<file path="config.mk">
export PLATFORM = sky130hd
export DESIGN_NAME = snap_intr_ctrl
export DESIGN_NICKNAME = d
export VERILOG_FILES = /design/src/rtl/snap_intr_pkg.sv /design/src/rtl/sat_counter.sv /design/src/rtl/snap_intr_ctrl.sv
export SDC_FILE = /design/constraint.sdc
export NUM_CORES = 1
export LEC_CHECK = 0
export CORE_MARGIN = 2
export CORE_UTILIZATION = 40
export DETAILED_ROUTE_END_ITERATION = 16
export PLACE_DENSITY = 0.68
export RECOVER_POWER = 100
export SYNTH_ARGS = -nofsm -noshare
export SYNTH_HDL_FRONTEND = slang
export SYNTH_SLANG_ARGS = --single-unit
export TNS_END_PERCENT = 5
</file>
<file path="constraint.sdc">
create_clock -name ap_clk -period 2.4 [get_ports ap_clk]
set_input_delay 0.24 -clock ap_clk [delete_from_list [all_inputs] [get_ports ap_clk]]
set_output_delay 0.24 -clock ap_clk [all_outputs]
set_load 0.005 [all_outputs]
</file>
<file path="src/rtl/snap_intr_pkg.sv">
// Shared types and default widths for the SNAP interrupt bridge.
package snap_intr_pkg;

    localparam int DEF_INT_BITS     = 3;
    localparam int DEF_CONTEXT_BITS = 8;
    localparam int DEF_TMO_WIDTH    = 16;
    localparam int DEF_CNT_WIDTH    = 16;

    typedef enum logic [1:0] {
        IDLE     = 2'd0,
        REQ      = 2'd1,
        RETRY    = 2'd2,
        WAIT_CLR = 2'd3
    } state_t;

endpackage

</file>
<file path="src/rtl/sat_counter.sv">
// Event counter that sticks at all-ones instead of wrapping.
module sat_counter #(
    parameter int WIDTH = 16
) (
    input  logic             clk,
    input  logic             rst,
    input  logic             inc,
    output logic [WIDTH-1:0] count
);

    always_ff @(posedge clk or posedge rst) begin
        if (rst) begin
            count <= '0;
        end else if (inc && (count != {WIDTH{1'b1}})) begin
            count <= count + WIDTH'(1);
        end
    end

endmodule

</file>
<file path="src/rtl/snap_intr_ctrl.sv">
// Bridges the level NVDLA interrupt onto the SNAP request/ack handshake,
// re-issuing the request when the host leaves it unacknowledged too long.
//
// state    | meaning
// IDLE     | no request; launch when intr_pending & int_enable
// REQ      | interrupt high, ack timer running
// RETRY    | one-cycle gap before re-issuing an unacked request
// WAIT_CLR | acked; wait for the NVDLA line to drop
module snap_intr_ctrl
    import snap_intr_pkg::*;
#(
    parameter int          INT_BITS     = DEF_INT_BITS,
    parameter int          CONTEXT_BITS = DEF_CONTEXT_BITS,
    parameter int unsigned SRC_ID       = 0,
    parameter int          TMO_WIDTH    = DEF_TMO_WIDTH,
    parameter int          CNT_WIDTH    = DEF_CNT_WIDTH
) (
    input  logic                    ap_clk,
    input  logic                    ap_rst,
    input  logic                    dla_intr_i,
    input  logic                    int_enable,
    input  logic [CONTEXT_BITS-1:0] ctx_i,
    input  logic [TMO_WIDTH-1:0]    timeout_cycles,
    input  logic                    clear_err,
    output logic                    interrupt,
    output logic [INT_BITS-2:0]     interrupt_src,
    output logic [CONTEXT_BITS-1:0] interrupt_ctx,
    input  logic                    interrupt_ack,
    output logic                    intr_pending,
    output logic                    timeout_err,
    output logic [CNT_WIDTH-1:0]    intr_count,
    output logic [CNT_WIDTH-1:0]    retry_count
);

    state_t               state;
    state_t               state_nxt;
    logic [TMO_WIDTH-1:0] timer;
    logic                 timer_clr;
    logic                 launch;
    logic                 ack_hit;
    logic                 tmo_hit;

    assign interrupt_src = SRC_ID[INT_BITS-2:0];

    // Ack is tested before expiry so a same-cycle ack suppresses the retry.
    always_comb begin
        state_nxt = state;
        timer_clr = 1'b0;
        launch    = 1'b0;
        ack_hit   = 1'b0;
        tmo_hit   = 1'b0;
        case (state)
            IDLE: begin
                if (intr_pending && int_enable) begin
                    state_nxt = REQ;
                    timer_clr = 1'b1;
                    launch    = 1'b1;
                end
            end
            REQ: begin
                if (interrupt_ack) begin
                    state_nxt = WAIT_CLR;
                    ack_hit   = 1'b1;
                end else if ((timeout_cycles != '0) &&
                             (timer == timeout_cycles - TMO_WIDTH'(1))) begin
                    state_nxt = RETRY;
                    tmo_hit   = 1'b1;
                end
            end
            RETRY: begin
                state_nxt = REQ;
                timer_clr = 1'b1;
            end
            WAIT_CLR: begin
                if (!intr_pending) begin
                    state_nxt = IDLE;
                end
            end
            default: state_nxt = IDLE;
        endcase
    end

    always_ff @(posedge ap_clk or posedge ap_rst) begin
        if (ap_rst) begin
            state         <= IDLE;
            interrupt     <= 1'b0;
            intr_pending  <= 1'b0;
            timer         <= '0;
            interrupt_ctx <= '0;
            timeout_err   <= 1'b0;
        end else begin
            state        <= state_nxt;
            interrupt    <= (state_nxt == REQ);
            intr_pending <= dla_intr_i;
            if (timer_clr) begin
                timer <= '0;
            end else if (state == REQ) begin
                timer <= timer + TMO_WIDTH'(1);
            end
            if (launch) begin
                interrupt_ctx <= ctx_i;
            end
            if (tmo_hit) begin
                timeout_err <= 1'b1;
            end else if (clear_err) begin
                timeout_err <= 1'b0;
            end
        end
    end

    sat_counter #(.WIDTH(CNT_WIDTH)) u_intr_cnt (
        .clk   (ap_clk),
        .rst   (ap_rst),
        .inc   (ack_hit),
        .count (intr_count)
    );

    sat_counter #(.WIDTH(CNT_WIDTH)) u_retry_cnt (
        .clk   (ap_clk),
        .rst   (ap_rst),
        .inc   (tmo_hit),
        .count (retry_count)
    );

endmodule

</file>
After elaboration in Yosys (flattened, before gate mapping):

Index checks and enable logic that the tools add are counted.
W data, S select, Z words.

* register bits: 61
* bits in latches: 0
* memory bits (writable): 0
* bits in read-only memories: 0
* input bits: 30
* memories: 0

* $add $sub $neg: 4
* $mul: 0
* div/mod/pow operators: 0
* magnitude comparators: 0
* equality and inequality tests: 7
* shift operators: 0
* multiplexer cells: 17
* bitwise operators: 0
* reductions and logical operators: 8

Operator list (number)
* $add A16 B1 Y16 const B: 3
* $mux W16: 2
* $ne A16 B16 Y1 const B: 2
* $eq A16 B16 Y1: 1
* $reduce_bool A16 Y1: 1
* $sub A16 B1 Y16 const B: 1
* $mux W1: 9
* $mux W2: 4
* $pmux W2 S4: 1
* $eq A2 B1 Y1 const B: 2
* $eq A2 B2 Y1 const B: 2
* $logic_and A1 B1 Y1: 4
* $reduce_bool A2 Y1: 2
* $logic_not A2 Y1: 1
* $pmux W1 S2: 1

Depth between registers and ports, before layout:

Gate-level depths: netlist of the first run.

* depth after elaboration: 7
* depth in mapped cells: 10
* depth with buffers taken out: 9

By module:

A second synthesis of the first run with hierarchy kept.

* cell total of the unflattened synthesis: 360
* area, all modules: 3572.2 sq um

By module, submodules not included
* snap_intr_ctrl: instances 1, cells an instance 218, area an instance 1960.6 sq um, seq. area each 725.7 sq um
* sat_counter: instances 2, cells an instance 71, area an instance 805.8 sq um, seq. area each 400.4 sq um

Least setup slack after synthesis of the first run:

No wires, ideal clock.

* kind: in2reg
* start point: input port timeout_cycles[0]
* end point: register u_retry_cnt.count[1]
* data arrival time: 2.141 ns
* setup slack: 0.134 ns
* stages on the path: 9
* buffers on the path: 0
* cells stage by stage: inv_1 ha_1 xor2_1 nand2_1 a2111oi_0 nand4_1 nor4_4 nand3_2 mux2_4

* longest elaborated chain between the ends: 7
* elaborated cells between the ends (all ways): 8
* classes of those cells: 1 x add/sub; 1 x eq/ne; 3 x mux; 3 x reduce/logical

Ends and longest elaborated chain
* from (decl): RTL line snap_intr_ctrl.sv:23 `input logic [TMO_WIDTH-1:0] timeout_cycles,`
* $sub A16 B1 Y16: RTL line snap_intr_ctrl.sv:65 `(timer == timeout_cycles - TMO_WIDTH'(1))) begin`
* $eq A16 B16 Y1: RTL line snap_intr_ctrl.sv:65
* $logic_and A1 B1 Y1 (*): RTL line snap_intr_ctrl.sv:64 `end else if ((timeout_cycles != '0) &&`
* $mux W1 (*): RTL line snap_intr_ctrl.sv:64
* $mux W1 (*): RTL line snap_intr_ctrl.sv:61 `if (interrupt_ack) begin`
* $mux W1 (*): RTL line snap_intr_ctrl.sv:52 `case (state)`
* $logic_and A1 B1 Y1 (*): RTL line sat_counter.sv:14 `end else if (inc && (count != {WIDTH{1'b1}})) begin`
* to (signal assigned): RTL line sat_counter.sv:15 `count <= count + WIDTH'(1);`
* to (decl): RTL line sat_counter.sv:8 `output logic [WIDTH-1:0] count`

Mark *: on every way between the ends. The rest lies on a longest branch, timed or not.
A chain may end at the register's enable or synchronous reset.

Worst setup path in the final report of the first run:

* start point: input port timeout_cycles[10]
* end point: register u_retry_cnt.count[1]

The elaborated chain is that of the path after synthesis.

==> summary.md, run 1 <==
| Metric | Value |
|---|---|
| Status | `complete, no violations` |
| Clock skew | `0.00865 ns` |
| Critical Path Fanout Max | `7` |
| Via count | `2,972` |
| Clock sinks | `61` |
| Final Hold Viols | `0` |
| Worst setup SP type | `primary input` |
| Synth area leaders | `dfrtp_1 45%, xnor2_1 8.7%, xor2_1 5.1%, and3_1 3.5%, mux2_2 3.0%` |
| Endpoints failing setup | `0` |
| Distinct cells, synth | `51` |
| Post-synth EDFFs | `0` |
| Die ar. | `0.00930 sq mm` |
| Synth cell count leaders | `61 x dfrtp_1, 34 x xnor2_1, 20 x nand3_1, 20 x nor2_1, 20 x xor2_1` |
| Min Tclk post-route | `2.38 ns` |
| Max Clk Rate | `421 MHz` |
| CP arrival | `2.59 ns` |
| Max-slew violations | `0` |
| Final period util | `99.0%` |
| Slew @ Worst Pin | `1.10 ns` |
| Vias/cell | `5.30` |
| Largest net degree at the start of global routing | `31` |
| Share of cells above drive strength 1 | `22.1%` |
| Netlist Area Pre-Place | `0.00342 sq mm` |
| Hold_ws | `0.462 ns` |
| Clock power share | `32.0%` |
| Initial core utilization | `41.4%` |
| First-pass GRT wire length | `13,600 microns` |
| Syn Area/Cell | `10.3 sq um` |
| Clock transition at the registers of the reported paths | `0.07 ns` |
| Tot GR Track Use | `18.9%` |
| Synth async-reset ratio | `100%` |
| DRT iter0 DRCs | `226` |
| Chip height | `96.5 microns` |
| Sw Ratio | `30.3%` |
| Cell Chain, Critical Path | `clkdlybuf4s50_1 -> xor2_1 -> nor3_2 -> a2111oi_4 -> nand4_1 -> nor4_4 -> buf_6 -> nand3_4 -> mux2_4` |
| Tot Pwr | `0.00343 W` |
| CTS tree | `yes` |
| GPL Wtd Cong | `0.870` |
| Fillers | `706` |
| RSZ-0062 raised after global routing | `yes` |
| Number of diodes | `0` |
| PwrDens | `690 mW/mm^2` |
| Detailed-route wire length | `8390 microns` |
| Core area | `0.00826 sq mm` |
| Predominant post-synthesis flop cell | `dfrtp_1` |
| Switching power | `0.00104 W` |
| DRC violations left | `0` |
| Clock latency at the later pin of the worst-skew pair | `0.33 ns` |
| CP Capture Type | `register` |
| P_leak | `2.31 nW` |
| Critical Path Max Stage Delay | `0.58 ns` |
| Port Buf Inserts | `72` |
| Most frequent cell after synthesis | `dfrtp_1` |
| Total iterations of the first detailed-routing run | `4` |
| Max Cap Viol | `0` |
| VDD IR max | `0.614 mV` |
| Kind of critical path | `in2reg` |
| #FFs+latches synth | `61` |
| Final nets | `485` |
| Combinational share of power | `28.4%` |
| Vias in the first global route | `2,932` |
| Total grt overflow | `0` |
| Die extent in x | `96.5 microns` |
| Synth Instances | `332` |
| Area Growth Syn to Fin | `45.2%` |
| Post-synthesis sequential area ratio | `44.6%` |
| Post-synth top area share | `44.6%` |
| Max-slew headroom | `26.4%` |
| H-tree levels | `3` |
| Largest area contributor in the synthesized netlist | `dfrtp_1` |
| Sequential power share | `39.7%` |
| Clock buffer count from CTS | `9` |
| WL/cell | `15.0 microns` |
| Worst Hold Class | `in2reg` |
| Clk buf depth | `2` |
| Antenna viol nets, final | `0` |
| Internal Dissipation | `0.00239 W` |
| Ports | `75` |
| Yosys warns | `0` |
| Crit-path slowest cell | `clkdlybuf4s50_1` |
| HPWL Detailed | `5960 microns` |
| Required @ worst endpoint | `2.62 ns` |
| Root buf cell | `clkbuf_8` |
| Row cnt | `33` |
| Initial antenna violation count | `0` |
[registers in the layout, indices dropped and copies added, names as in the netlist]
signal,count
interrupt,1
u_retry_cnt.count,16
timeout_err,1
u_intr_cnt.count,16
timer,16
state,2
intr_pending,1
interrupt_ctx,8
[through the flow]
stage / setup TNS (ns) / instances / setup WS [ns] / util [%] / area, sq um
2_1_floorplan: 0 / 333 / 0.134 / - / 3420
3_3_place_gp: -7.88 / 539 / -0.470 / 55.0 / 4540
3_5_place_dp: -8.41 / 539 / -0.506 / 55.0 / 4540
4_1_cts: -0.0317 / 556 / -0.0265 / 58.4 / 4820
5_1_grt: -0.112 / 561 / -0.0432 / 60.1 / 4960
6_report: 0 / 561 / 0.0249 / 60.1 / 4960
[cell usage in the layout, fill, tap and decap left out, types with 7 or more instances in the layout]
cell / netlist / final
clkbuf_8: 0 / 9
mux2_2: 9 / 9
nand3_1: 20 / 20
and3_1: 19 / 19
xor2_1: 20 / 20
inv_1: 9 / 7
xnor2_1: 34 / 34
clkbuf_1: 5 / 7
nor2_1: 20 / 20
buf_4: 3 / 31
and4_1: 9 / 9
dfrtp_1: 61 / 61
nand2_1: 19 / 19
clkdlybuf4s50_1: 0 / 21
o21ai_0: 16 / 15
dlygate4sd3_1: 0 / 45
nand4_1: 11 / 11
[worst paths after layout]
kind	from	to	slack, ns	depth (start not counted)
min in group asynchronous	ap_rst	u_intr_cnt.count[5]$_DFFE_PP0P_	0.63	2
min reg2reg	u_retry_cnt.count[5]$_DFFE_PP0P_	u_retry_cnt.count[5]$_DFFE_PP0P_	0.49	1
min	dla_intr_i	intr_pending$_DFF_PP0_	0.46	1
max reg2reg	timer[4]$_DFFE_PP0P_	u_retry_cnt.count[1]$_DFFE_PP0P_	0.10	8
max	timeout_cycles[10]	u_retry_cnt.count[1]$_DFFE_PP0P_	0.02	9
max in group asynchronous	ap_rst	u_retry_cnt.count[10]$_DFFE_PP0P_	0.75	3
[kinds of logic (layout without fill, tap and decap cells)]
group / count (synthesis) / count (layout) / share of synthesized area [%]
xor gates and xnor gates: 54 / 54 / 13.8
AOI/OAI and AO/OA: 38 / 38 / 7.17
buffers and inverters: 20 / 143 / 2.78
adders and majority gates: 4 / 4 / 1.46
other: 1 / 2 / 0.110
muxes: 12 / 12 / 3.99
and+or+nand+nor: 142 / 142 / 26.0
DFF: 61 / 61 / 44.6
[timing repair]
| item | CTS | global route |
|---|---|---|
| resized for setup | 8 | 24 |
| setup endpoints to repair | 18 | 18 |
| pin swaps | 4 | 14 |
| buffers inserted | 1 | 3 |
| hold buffers | 0 | 0 |
| cloned | 0 | 2 |
[metal layers]
layer,GRT usage (%),vias to the layer above,share of wire (%)
met5,0,-,0
met3,4.58,8,6.1
li1,-,1434,-
met4,5.28,0,0.83
met2,30.8,81,49
met1,25.1,1449,44
[power groups by stage]
| stage | Clock [W] | Combinational (W) | Sequential [W] |
|---|---|---|---|
| floorplan | 0 | 0.000513 | 0.00135 |
| global placement | 0 | 0.000989 | 0.00137 |
| detailed placement | 0 | 0.00102 | 0.00138 |
| CTS | 0.00113 | 0.00103 | 0.00137 |
| global route | 0.00117 | 0.00107 | 0.00139 |
| finish | 0.00110 | 0.000972 | 0.00136 |
[worst max-delay path, delay by kind of cell]
family	cells	cell delay, ns
muxes	1	0.30
and+or+nand+nor	4	0.69
xor gates and xnor gates	1	0.24
buffers and inverters	2	0.77
AOI/OAI and AO/OA	1	0.34
[cell type report]
class | instances | area (sq um) | share of cell area, %
clock buffer | 10 | 128 | 2.57
clock inverter | 6 | 111 | 2.24
inverter | 9 | 33.8 | 0.680
multi-input combinational | 252 | 1910 | 38.5
sequential | 61 | 1530 | 30.7
tap | 105 | 131 | 2.65
timing repair buffer | 118 | 1120 | 22.7
No activity file was read; power rests on OpenSTA's default activity.
==> run 2, diff against run 1 <==
--- a/config.mk
+++ b/config.mk
@@ -8,7 +8,7 @@
 export CORE_MARGIN = 2
 export CORE_UTILIZATION = 40
 export DETAILED_ROUTE_END_ITERATION = 16
-export PLACE_DENSITY = 0.68
+export PLACE_DENSITY = 0.66
 export RECOVER_POWER = 100
 export SYNTH_ARGS = -nofsm -noshare
 export SYNTH_HDL_FRONTEND = slang
==> constraint.sdc (replaced) <==
create_clock -name ap_clk -period 2.3 [get_ports ap_clk]
set_input_delay 0.23 -clock ap_clk [delete_from_list [all_inputs] [get_ports ap_clk]]
set_output_delay 0.23 -clock ap_clk [all_outputs]
set_load 0.02 [all_outputs]
==> summary.md, run 2 (synthesis results as in run 1) <==
| Metric | Value |
|---|---|
| Switching power | `0.00120 W` |
| Met1 WL | `3740 microns` |
| DRT iter0 DRCs | `155` |
| Clock latency at the later pin of the worst-skew pair | `0.34 ns` |
| Max-slew headroom | `2.78%` |
| GPL Wtd Cong | `0.813` |
| Antenna viol nets, final | `0` |
| PwrDens | `694 mW/mm^2` |
| Slew @ Worst Pin | `1.46 ns` |
| Clock skew | `0.00967 ns` |
| Crit-path leading delay family | `simple AND/OR/NAND/NOR gates` |
| Max Cap Viol | `0` |
| Worst setup SP type | `register` |
| Bufs and invs on worst path | `2` |
| Clock power share | `23.4%` |
| Sw Ratio | `35.5%` |
| DRC violations left | `0` |
| Number of diodes | `0` |
| Area Growth Syn to Fin | `42.8%` |
| Endpoints failing setup | `0` |
| Internal Dissipation | `0.00218 W` |
| Largest net degree at the start of global routing | `62` |
| Port Buf Inserts | `72` |
| First-pass GRT wire length | `13,300 microns` |
| CP arrival | `2.40 ns` |
| Critical Path Max Stage Delay | `0.42 ns` |
| Clk buf depth | `2` |
| Tot GR Track Use | `18.4%` |
| CP Capture Type | `register` |
| Initial core utilization | `41.4%` |
| Kind of critical path | `reg2reg` |
| Largest regs | `timer (16), u_intr_cnt.count (16), u_retry_cnt.count (16)` |
| P_leak | `2.31 nW` |
| WL/cell | `14.0 microns` |
| Total grt overflow | `0` |
| Metal2 WL | `3710 microns` |
| Cell Chain, Critical Path | `xor2_2 -> buf_4 -> a211oi_2 -> a31o_2 -> nand4_1 -> nor4_4 -> buf_6 -> nand3_4 -> mux2_4` |
| Most frequent cells in the layout | `61 x dfrtp_1, 45 x dlygate4sd3_1, 41 x buf_4, 33 x xnor2_1` |
| Max Clk Rate | `458 MHz` |
| Final Hold Viols | `0` |
| H-tree levels | `3` |
| Worst Hold Class | `in2reg` |
| Chip height | `96.5 microns` |
| Share of cells above drive strength 1 | `24.1%` |
| HPWL Detailed | `5850 microns` |
| Final nets | `493` |
| VDD IR max | `0.880 mV` |
| Core area | `0.00826 sq mm` |
| RSZ-0062 raised after global routing | `yes` |
| Clock buffer count from CTS | `9` |
| Root buf cell | `clkbuf_8` |
| Post-route core utilization | `59.1%` |
| CTS Hold Bufs | `0` |
| Clock sinks | `61` |
| Via count | `2,938` |
| Max-slew violations | `0` |
| Final period util | `95.0%` |
| Status | `complete, no violations` |
| Met3 Routed Length | `446 microns` |
| Initial antenna violation count | `0` |
| Sequential power share | `41.4%` |
| Commonest non-fill, non-tap cell in the layout | `dfrtp_1` |
| Row cnt | `33` |
| Critical Path Fanout Max | `6` |
| Crit-path slowest cell | `dfrtp_1` |
| Total iterations of the first detailed-routing run | `4` |
| Vias/cell | `5.16` |
| Ports | `75` |
| Die extent in x | `96.5 microns` |
| Detailed-route wire length | `7970 microns` |
| Combinational share of power | `35.2%` |
| Die ar. | `0.00930 sq mm` |
| Vias in the first global route | `2,833` |
| Max Used Layer | `met4` |
| Tot Pwr | `0.00339 W` |
| Min Tclk post-route | `2.18 ns` |
| CTS tree | `yes` |
| Clock transition at the registers of the reported paths | `0.07 ns` |
| Required @ worst endpoint | `2.52 ns` |
==> run 2: worst reg2reg max path: cells and delay by family (launching register included) <==
family / cells / cell delay (ns)
xor gates and xnor gates: 1 / 0.16
muxes: 1 / 0.30
AOI/OAI and AO/OA: 2 / 0.30
and+or+nand+nor: 3 / 0.56
buffers and inverters: 2 / 0.33
DFF: 1 / 0.42
==> run 2: path summary, 6_finish.rpt <==
| check | startpoint | to | slack, ns | cells past startpoint |
|---|---|---|---|---|
| max | timer[10]$_DFFE_PP0P_ | u_retry_cnt.count[1]$_DFFE_PP0P_ | 0.12 | 9 |
| min | dla_intr_i | intr_pending$_DFF_PP0_ | 0.46 | 1 |
| max reg2reg | timer[10]$_DFFE_PP0P_ | u_retry_cnt.count[1]$_DFFE_PP0P_ | 0.12 | 9 |
| min reg2reg | u_intr_cnt.count[9]$_DFFE_PP0P_ | u_intr_cnt.count[9]$_DFFE_PP0P_ | 0.48 | 1 |
| max in group asynchronous | ap_rst | u_intr_cnt.count[4]$_DFFE_PP0P_ | 0.60 | 3 |
| min in group asynchronous | ap_rst | u_intr_cnt.count[7]$_DFFE_PP0P_ | 0.84 | 3 |
==> run 2: area by class of cell <==
cell class	count	area, sq um
Clock inverter	5	27.5
Sequential cell	61	1530
Clock buffer	11	131
Tap cell	105	131
Fill cell	737	3380
Multi-Input combinational cell	252	1890
Inverter	9	33.8
Timing Repair Buffer	126	1140
==> run 2: layer usage <==
layer	track usage (%)	up-vias
met1	24.6	1419
met2	28.9	63
met5	0	-
li1	-	1450
met3	5.74	6
met4	5.40	0
==> run 2: timing repair <==
| item | in CTS | in global routing |
|---|---|---|
| pin swaps | 12 | 15 |
| endpoints found under the setup margin | 19 | 19 |
| setup buffers | 5 | 3 |
| resized for setup | 22 | 24 |
==> run 2: power groups by stage <==
stage	clock network (W)	registers (W)	logic (W)
floorplan	0	0.00156	0.000536
global placement	0	0.00142	0.00124
detailed placement	0	0.00143	0.00126
CTS	0.000815	0.00141	0.00128
global route	0.000872	0.00144	0.00130
finish	0.000795	0.00140	0.00119
==> run 2: per-stage QoR <==
stage / std cells / cell area [sq um] / hold WS (ns) / TNS, ns / setup WS (ns)
finish: 569 / 4880 / 0.458 / 0 / 0.116
global route: 569 / 4880 / 0.438 / -0.0297 / -0.0113
CTS: 566 / 4850 / 0.275 / -0.00147 / -0.00147
detailed placement: 545 / 4570 / 0.482 / -9.92 / -0.587
global placement: 545 / 4570 / 0.479 / -9.89 / -0.573
floorplan: 333 / 3420 / 0.261 / 0 / 0.00920
==> run 3, diff against run 2 <==
==> constraint.sdc (replaced) <==
create_clock -name ap_clk -period 2.1 [get_ports ap_clk]
set_input_delay 0.21 -clock ap_clk [delete_from_list [all_inputs] [get_ports ap_clk]]
set_output_delay 0.21 -clock ap_clk [all_outputs]
set_load 0.02 [all_outputs]
==> summary.md, run 3 (synthesis results as in run 1) <==
| Metric | Value |
|---|---|
| Vias in the first global route | `2,990` |
| Clk buf depth | `2` |
| Max Clk Rate | `460 MHz` |
| R2r startpoint | `timer[4]$_DFFE_PP0P_` |
| P_leak | `2.37 nW` |
| Internal Dissipation | `0.00266 W` |
| DRT iter0 DRCs | `191` |
| Core area | `0.00826 sq mm` |
| DRC violations left | `0` |
| Via count | `2,998` |
| Worst Hold Class | `in2reg` |
| Commonest non-fill, non-tap cell in the layout | `dfrtp_1` |
| Total iterations of the first detailed-routing run | `4` |
| VDD IR max | `0.631 mV` |
| Min-delay src | `dla_intr_i` |
| Die extent in x | `96.5 microns` |
| Root buf cell | `clkbuf_8` |
| Share of cells above drive strength 1 | `26.0%` |
| Tot Pwr | `0.00401 W` |
| Crit path launch | `timeout_cycles[14]` |
| Area Growth Syn to Fin | `47.5%` |
| Detailed-route wire length | `8260 microns` |
| Antenna viol nets, final | `0` |
| Required @ worst endpoint | `2.31 ns` |
| Largest regs | `timer (16), u_intr_cnt.count (16), u_retry_cnt.count (16)` |
| Tot GR Track Use | `18.8%` |
| Max Cap Viol | `0` |
| Crit-path leading delay family | `simple AND/OR/NAND/NOR gates` |
| Crit-path slowest cell | `clkdlybuf4s50_1` |
| Largest net degree at the start of global routing | `62` |
| Min Tclk post-route | `2.17 ns` |
| Clock skew | `0.00831 ns` |
| CTS tree | `yes` |
| CP Capture Type | `register` |
| Clock transition at the registers of the reported paths | `0.07 ns` |
| Clock sinks | `61` |
| Initial core utilization | `41.4%` |
| H-tree levels | `3` |
| Initial antenna violation count | `0` |
| Number of diodes | `0` |
| Worst setup SP type | `primary input` |
| Total grt overflow | `0` |
| Max-slew headroom | `2.96%` |
| Sequential power share | `37.8%` |
| Final Hold Viols | `0` |
| RSZ-0062 raised after global routing | `yes` |
| Clock buffer count from CTS | `9` |
| Ports | `75` |
| First-pass GRT wire length | `13,500 microns` |
| Failing checks | `negative setup slack` |
| Endpoints failing setup | `18` |
| Clock latency at the later pin of the worst-skew pair | `0.33 ns` |
| Combinational share of power | `35.0%` |
| Slew @ Worst Pin | `1.46 ns` |
| Final worst setup slack | `-0.0727 ns` |
| Die ar. | `0.00930 sq mm` |
| Critical Path Fanout Max | `6` |
| GPL Wtd Cong | `0.815` |
| Clock power share | `27.2%` |
| Status | `complete, but fails checks` |
| Final period util | `103%` |
| Row cnt | `33` |
| Max-slew violations | `0` |
| Sw Ratio | `33.6%` |
| Port Buf Inserts | `72` |
| Most frequent cells in the layout | `61 x dfrtp_1, 45 x dlygate4sd3_1, 43 x buf_4, 32 x xnor2_1` |
| Cell Chain, Critical Path | `clkdlybuf4s50_1 -> or3_4 -> nor3_4 -> and3_4 -> o22ai_4 -> nor4_4 -> buf_12 -> nand3_4 -> mux2_4` |
| CTS Hold Bufs | `0` |
| CP arrival | `2.39 ns` |
| DP Area | `0.00464 sq mm` |
| Switching power | `0.00135 W` |
| Bufs and invs on worst path | `2` |
| Vias/cell | `5.25` |
| Kind of critical path | `in2reg` |
| Critical Path Max Stage Delay | `0.43 ns` |
| Chip height | `96.5 microns` |
| PwrDens | `795 mW/mm^2` |
| Design area | `0.00504 sq mm` |
| HPWL Detailed | `5990 microns` |
| Final nets | `495` |
| WL/cell | `14.5 microns` |
run 3: area by class of cell:
type	instances	area [sq um]
Inverter	9	33.8
Clock inverter	3	42.5
Timing Repair Buffer	128	1160
Multi-Input combinational cell	252	1980
Fill cell	703	3210
Clock buffer	13	169
Tap cell	105	131
Sequential cell	61	1530
run 3: timing repair:
action,CTS,global route
resized for setup,24,32
setup endpoints to repair,20,20
pin swaps,8,19
setup buffers,1,3
cloned,0,0
run 3: layer usage:
metal / vias to the layer above / GRT usage, % / part of all wire [%]
met5: - / 0 / 0
li1: 1454 / - / -
met4: 0 / 7.75 / 1.3
met3: 10 / 5.20 / 5.5
met2: 70 / 30.0 / 47
met1: 1464 / 24.1 / 46
run 3: path summary, 6_finish.rpt:
path / to / slack, ns / cells past startpoint
setup / recovery: u_retry_cnt.count[1]$_DFFE_PP0P_ / -0.07 / 9
hold / removal: intr_pending$_DFF_PP0_ / 0.45 / 1
setup reg to reg: u_retry_cnt.count[1]$_DFFE_PP0P_ / 0.01 / 8
hold reg to reg: u_retry_cnt.count[7]$_DFFE_PP0P_ / 0.49 / 1
max in group asynchronous: timer[6]$_DFFE_PP0P_ / 0.42 / 3
min in group asynchronous: u_intr_cnt.count[9]$_DFFE_PP0P_ / 0.81 / 3
run 3: power by group through the flow:
| stage | sequential [W] | clock (W) | combinational, W |
|---|---|---|---|
| after global routing | 0.00155 | 0.00116 | 0.00153 |
| after global placement | 0.00154 | 0 | 0.00142 |
| after floorplan | 0.00171 | 0 | 0.000604 |
| after CTS | 0.00152 | 0.00112 | 0.00148 |
| final | 0.00152 | 0.00109 | 0.00140 |
| after detailed placement | 0.00154 | 0 | 0.00146 |
run 3: metrics by stage:
step                      setup TNS [ns]  hold slack [ns]  util, %  instances  setup slack, ns
final                             -0.539            0.451     61.1        571          -0.0727
after global routing               -1.67            0.448     61.1        571           -0.117
after CTS                          -2.58            0.256     59.4        568           -0.187
after detailed placement          -11.90            0.483     56.2        551           -0.676
after global placement            -11.03            0.481     56.2        551           -0.623
after floorplan                    -1.19            0.241        -        333           -0.120
run 3: worst reg2reg max path, cell delays in order (launching register included):
cell and delay, ns:
dfrtp_1 0.41, xnor2_2 0.16, a31oi_1 0.08, a2111oi_2 0.34, nand4_1 0.20, nor4_4 0.25, buf_12 0.16, nand3_4 0.08
mux2_4 0.29
